### src/rtl/seq_digit_multiplier_pkg.sv
// Shared definitions for the digit-serial multiplier: FSM state type and encoding width.
package seq_digit_multiplier_pkg;

  localparam int STATE_W = 2;

  typedef enum logic [STATE_W-1:0] {
    IDLE = 2'd0,
    RUN  = 2'd1,
    FIX  = 2'd2
  } state_t;

endpackage

### src/rtl/digit_multiplier.sv
// Unsigned WIDTH x DIGIT combinational multiplier producing one partial product per cycle.
module digit_multiplier #(
  parameter int WIDTH = 8,
  parameter int DIGIT = 2
) (
  input  logic [WIDTH-1:0]       a,
  input  logic [DIGIT-1:0]       digit,
  output logic [WIDTH+DIGIT-1:0] product
);

  assign product = (WIDTH+DIGIT)'(a) * (WIDTH+DIGIT)'(digit);

endmodule

### src/rtl/seq_digit_multiplier.sv
// Sequential sign-magnitude multiplier retiring DIGIT bits of |b| per cycle, MSB first,
// followed by a sign-fix cycle; result is ready N+1 cycles after start.
module seq_digit_multiplier #(
  parameter int WIDTH = 8,
  parameter int DIGIT = 2
) (
  input  logic               clk,
  input  logic               rst,
  input  logic               start,
  input  logic               signed_mode,
  input  logic [WIDTH-1:0]   a,
  input  logic [WIDTH-1:0]   b,
  output logic               busy,
  output logic               done,
  output logic [2*WIDTH-1:0] out
);
  import seq_digit_multiplier_pkg::*;

  if (DIGIT < 1 || WIDTH < DIGIT || (WIDTH % DIGIT) != 0) begin : g_param_check
    $error("seq_digit_multiplier: WIDTH must be a positive multiple of DIGIT");
  end

  localparam int N     = WIDTH / DIGIT;
  localparam int CNT_W = (N > 1) ? $clog2(N) : 1;

  state_t                   state, state_next;
  logic [WIDTH-1:0]         mag_a, mag_b;
  logic                     neg;
  logic [2*WIDTH-1:0]       acc, acc_next;
  logic [CNT_W-1:0]         cnt;
  logic [WIDTH+DIGIT-1:0]   partial;
  logic [WIDTH-1:0]         abs_a, abs_b;
  logic                     last_digit;

  // Negating the most negative value wraps to 2^(WIDTH-1), which is the correct unsigned magnitude.
  assign abs_a      = (signed_mode && a[WIDTH-1]) ? -a : a;
  assign abs_b      = (signed_mode && b[WIDTH-1]) ? -b : b;
  assign last_digit = (cnt == CNT_W'(N - 1));
  assign busy       = (state != IDLE);

  digit_multiplier #(
    .WIDTH (WIDTH),
    .DIGIT (DIGIT)
  ) u_digit (
    .a       (mag_a),
    .digit   (mag_b[WIDTH-1 -: DIGIT]),
    .product (partial)
  );

  assign acc_next = (acc << DIGIT) + (2*WIDTH)'(partial);

  always_comb begin
    // NOTE: default assigned before the case so no path leaves state_next unassigned (no latch).
    state_next = state;
    unique case (state)
      IDLE:    if (start) state_next = RUN;
      RUN:     if (last_digit) state_next = FIX;
      FIX:     state_next = IDLE;
      default: state_next = IDLE;
    endcase
  end

  always_ff @(posedge clk) begin
    if (rst) state <= IDLE;
    else     state <= state_next;
  end

  always_ff @(posedge clk) begin
    // NOTE: non-blocking assignments throughout so every register sees pre-edge values.
    if (rst) begin
      mag_a <= '0;
      mag_b <= '0;
      neg   <= 1'b0;
      acc   <= '0;
      cnt   <= '0;
      out   <= '0;
      done  <= 1'b0;
    end else begin
      done <= 1'b0;
      unique case (state)
        IDLE: if (start) begin
          mag_a <= abs_a;
          mag_b <= abs_b;
          neg   <= signed_mode & (a[WIDTH-1] ^ b[WIDTH-1]);
          acc   <= '0;
          cnt   <= '0;
        end
        RUN: begin
          acc   <= acc_next;
          mag_b <= mag_b << DIGIT;
          cnt   <= cnt + CNT_W'(1);
        end
        FIX: begin
          // Two's-complement negation of zero is zero, so a zero product never comes out as -0.
          out  <= neg ? -acc : acc;
          done <= 1'b1;
        end
        default: ;
      endcase
    end
  end

endmodule

### config.mk
export PLATFORM = sky130hd
export DESIGN_NAME = seq_digit_multiplier
export DESIGN_NICKNAME = d
export VERILOG_FILES = /design/src/rtl/seq_digit_multiplier_pkg.sv /design/src/rtl/digit_multiplier.sv /design/src/rtl/seq_digit_multiplier.sv
export SDC_FILE = /design/constraint.sdc
export NUM_CORES = 1
export LEC_CHECK = 0
export ABC_CLOCK_PERIOD_IN_PS = 3300
export CAP_MARGIN = 15
export CORE_ASPECT_RATIO = 0.7
export CORE_UTILIZATION = 50
export CTS_CLUSTER_SIZE = 28
export DETAILED_ROUTE_END_ITERATION = 10
export PLACE_DENSITY = 0.75
export SKIP_LAST_GASP = 1
export SYNTH_ARGS = -nofsm -noshare
export SYNTH_HDL_FRONTEND = slang
export SYNTH_HIERARCHICAL = 1
export SYNTH_SLANG_ARGS = --single-unit
export TNS_END_PERCENT = 10
### constraint.sdc
create_clock -name clk -period 3.3 [get_ports clk]
set_clock_uncertainty 0.15 [all_clocks]
set_input_delay 0.825 -clock clk [delete_from_list [all_inputs] [get_ports clk]]
set_output_delay 0.825 -clock clk [all_outputs]
set_load 0.05 [all_outputs]
==> flow_summary.yaml <==
place:
  place_congestion: 0.8322
  dp_hpwl_um: 5856
  dpl_cell_area_um2: 3877
  dp_worst_setup_slack_ns: -0.06388
  placedCellCount: 532
  port-buffer-count: 37
run_status:
  status: "completed"
global_routing:
  grt_max_degree: 37
  grt_pass1_vias: 2680
  gr-total-overflow: 0
  grt_pass1_wl_um: 13250
  antenna_found_initial: 0
  track_usage_pct: 23.79
logic_synthesis:
  ys_seq_elements: 54
  synth_cell_type_count: 49
  synth_edf_count: 0
  ys.flop_type: "dfxtp_1"
  syn-cell-area_um2: 3349
  avgSynthCellArea_um2: 8.150
  synth-seq-area-share_pct: 32.27
  synth_warnings: 6
  syn_nets: 452
  netlist_instances: 411
  synth_area_leaders: "dfxtp_1, ha_1, a21oi_1"
  synth_top_area_cell: "dfxtp_1"
  synth_top_area_share_pct: 32.27
  yosysMostFrequentCell: "dfxtp_1"
  synth_common_cells: "dfxtp_1, nor2_1, nand2_1, a21oi_1"
  async_flop_share_pct: 0
route:
  drc: 0
  ant_nets: 0
  drt_iter0_drc: 183
  wl_per_cell_um: 14.58
  viasPerCell: 5.714
  routed_wl_um: 7902
  firstDrtPassIters: 4
  vias: 3097
sta:
  setup_tns_ns: 0
  setup-violations-final: 0
  tightest_slew_ns: 0.8355
  maxSlewViolCount: 0
  hold_violations: 0
  rsz0062_at_grt: "yes"
  hold_ws_ns: 0.3061
  relSlewSlack_pct: 44.18
  setup_ws_ns: 0.1041
  fmax_ghz: 0.3129
  min_period_ns: 3.196
  period_share_pct: 96.85
cts:
  clkLatencyLatePin_ns: 0.31
  htreeDepth: 2
  root_buffer: "clkbuf_8"
  hold_buffers: 0
  numCtsBuffers: 5
  cts_tree: "yes"
  cts_buffer_depth: 2
  cts_sinks: 54
  clkTransAtPathRegs_ns: 0.10
setup_path:
  critPathRequiredTime_ns: 3.36
  slowest_delay_ns: 0.40
  arrival_ns: 3.26
  cp_cell_sequence: "buf_4, and2_1, ha_1, o211ai_1, o21ai_0, xor2_1, ha_2, o211ai_1, buf_4, o211ai_1, a21oi_1, xnor2_1, a22o_1"
  critPathMaxFanout: 7
  cp-start-kind: "flop"
  crit_top_cell: "o211ai_1"
  endpoint_kind: "flop"
  cp_slowest_cell: "ha_2"
  reg2reg_from: "mag_b[7]$_SDFFE_PP0P_"
  worstSetupStartpoint: "mag_b[7]$_SDFFE_PP0P_"
  crit_type: "reg2reg"
die:
  dieArea_um2: 7036
  io_pins: 38
  rows: 24
  die_h_um: 70.48
  start_util_pct: 52.86
  core_area_um2: 6336
  die_w_um: 99.83
min_path:
  min_path_type: "reg2reg"
  min_from: "out[12]$_SDFFE_PP0P_"
final_layout:
  antennaDiodeCount: 0
  finalInstanceArea_um2: 4060
  syn_to_final_growth_pct: 21.22
  stdcell_count: 542
  drive_gt1_share_pct: 10.20
  nets: 491
power_and_ir_drop:
  p_per_area_nw_per_um2: 319.3
  vdd_ir_drop_max_uv: 164.2
  leakage_nw: 1.612
run:
  cap_violations: 0
## flip-flops by register name, summed over array words and instances (netlist names)
signal  flops
acc        16
out        16
mag_a       8
cnt         2
state       2
done        1
neg         1
mag_b       8
## area by class of cell
type / instances / area (µm²)
Tap cell: 91 / 113.9
Sequential cell: 54 / 1084
Inverter: 10 / 37.54
Clock buffer: 6 / 82.58
Fill cell: 552 / 2276
Timing Repair Buffer: 55 / 518.0
Multi-Input combinational cell: 324 / 2208
Clock inverter: 2 / 16.27
## path summary, 6_finish.rpt
kind / end / slack (ns) / cells after the start
setup reg to reg: acc[9]$_SDFFE_PP0P_ / 0.10 / 13
setup / recovery: acc[9]$_SDFFE_PP0P_ / 0.10 / 13
hold reg to reg: out[12]$_SDFFE_PP0P_ / 0.31 / 2
hold / removal: out[12]$_SDFFE_PP0P_ / 0.31 / 2
## cells in the final DEF (no fill, tap or decap), types with 12 or more instances in the layout
master / count
buf_4: 17
a22o_1: 12
dfxtp_1: 52
clkdlybuf4s50_1: 37
and2_1: 18
xor2_1: 18
a211oi_1: 14
nand3_1: 15
nor2_1: 40
ha_1: 14
a21oi_1: 31
xnor2_1: 18
nand2_1: 36
## routing by layer
layer	track usage, %	wire (µm)	up-vias
li1	-	-	1563
met1	37.19	4210	1454
met2	33.03	3237	72
met3	4.104	390	8
met4	6.046	63	0
met5	0	0	-
## power breakdown
| group | internal [mW] | total [mW] | switching (mW) |
|---|---|---|---|
| sequential | 0.672 | 0.691 | 0.0189 |
| clock | 0.173 | 0.402 | 0.229 |
| combinational | 0.0884 | 0.203 | 0.115 |
| total | 0.934 | 1.30 | 0.362 |
## kinds of logic (layout without fill, tap and decap cells)
family                     Yosys count  count (layout)  synth area share (%)
adders and majority gates           21              21                 8.293
xor gates and xnor gates            36              36                 9.413
buffers and inverters               33              73                 3.773
AOI/OAI and AO/OA                  113             113                 23.42
muxes                                2               2                0.6350
and+or+nand+nor                    152             152                 22.19
DFF                                 54              54                 32.28
## stage by stage
stage                     utilization (%)  power, mW
final                               64.08      1.296
after global routing                64.08      1.363
after detailed placement            61.20     0.9025
after floorplan                         -     0.8296
after CTS                           63.13      1.299
after global placement              61.20     0.8987
## what timing repair did
| item | CTS | global route |
|---|---|---|
| endpoints found under the hold margin | 0 | 0 |
| gates resized for setup | 6 | 11 |
| setup buffers | 0 | 2 |
| setup endpoints to repair | 3 | 9 |
| pin swaps | 5 | 9 |
## critical path, delay by kind of cell, from the launching register on
kind	cells	cell delay (ns)
AO/OA/AOI/OAI	6	1.09
AND/OR/NAND/NOR	1	0.14
buffers and inverters	2	0.32
adder cells (fa/ha/maj)	2	0.75
XOR/XNOR	2	0.31
flip-flops	1	0.35
Note: power is estimated with default switching activity, not from simulation.
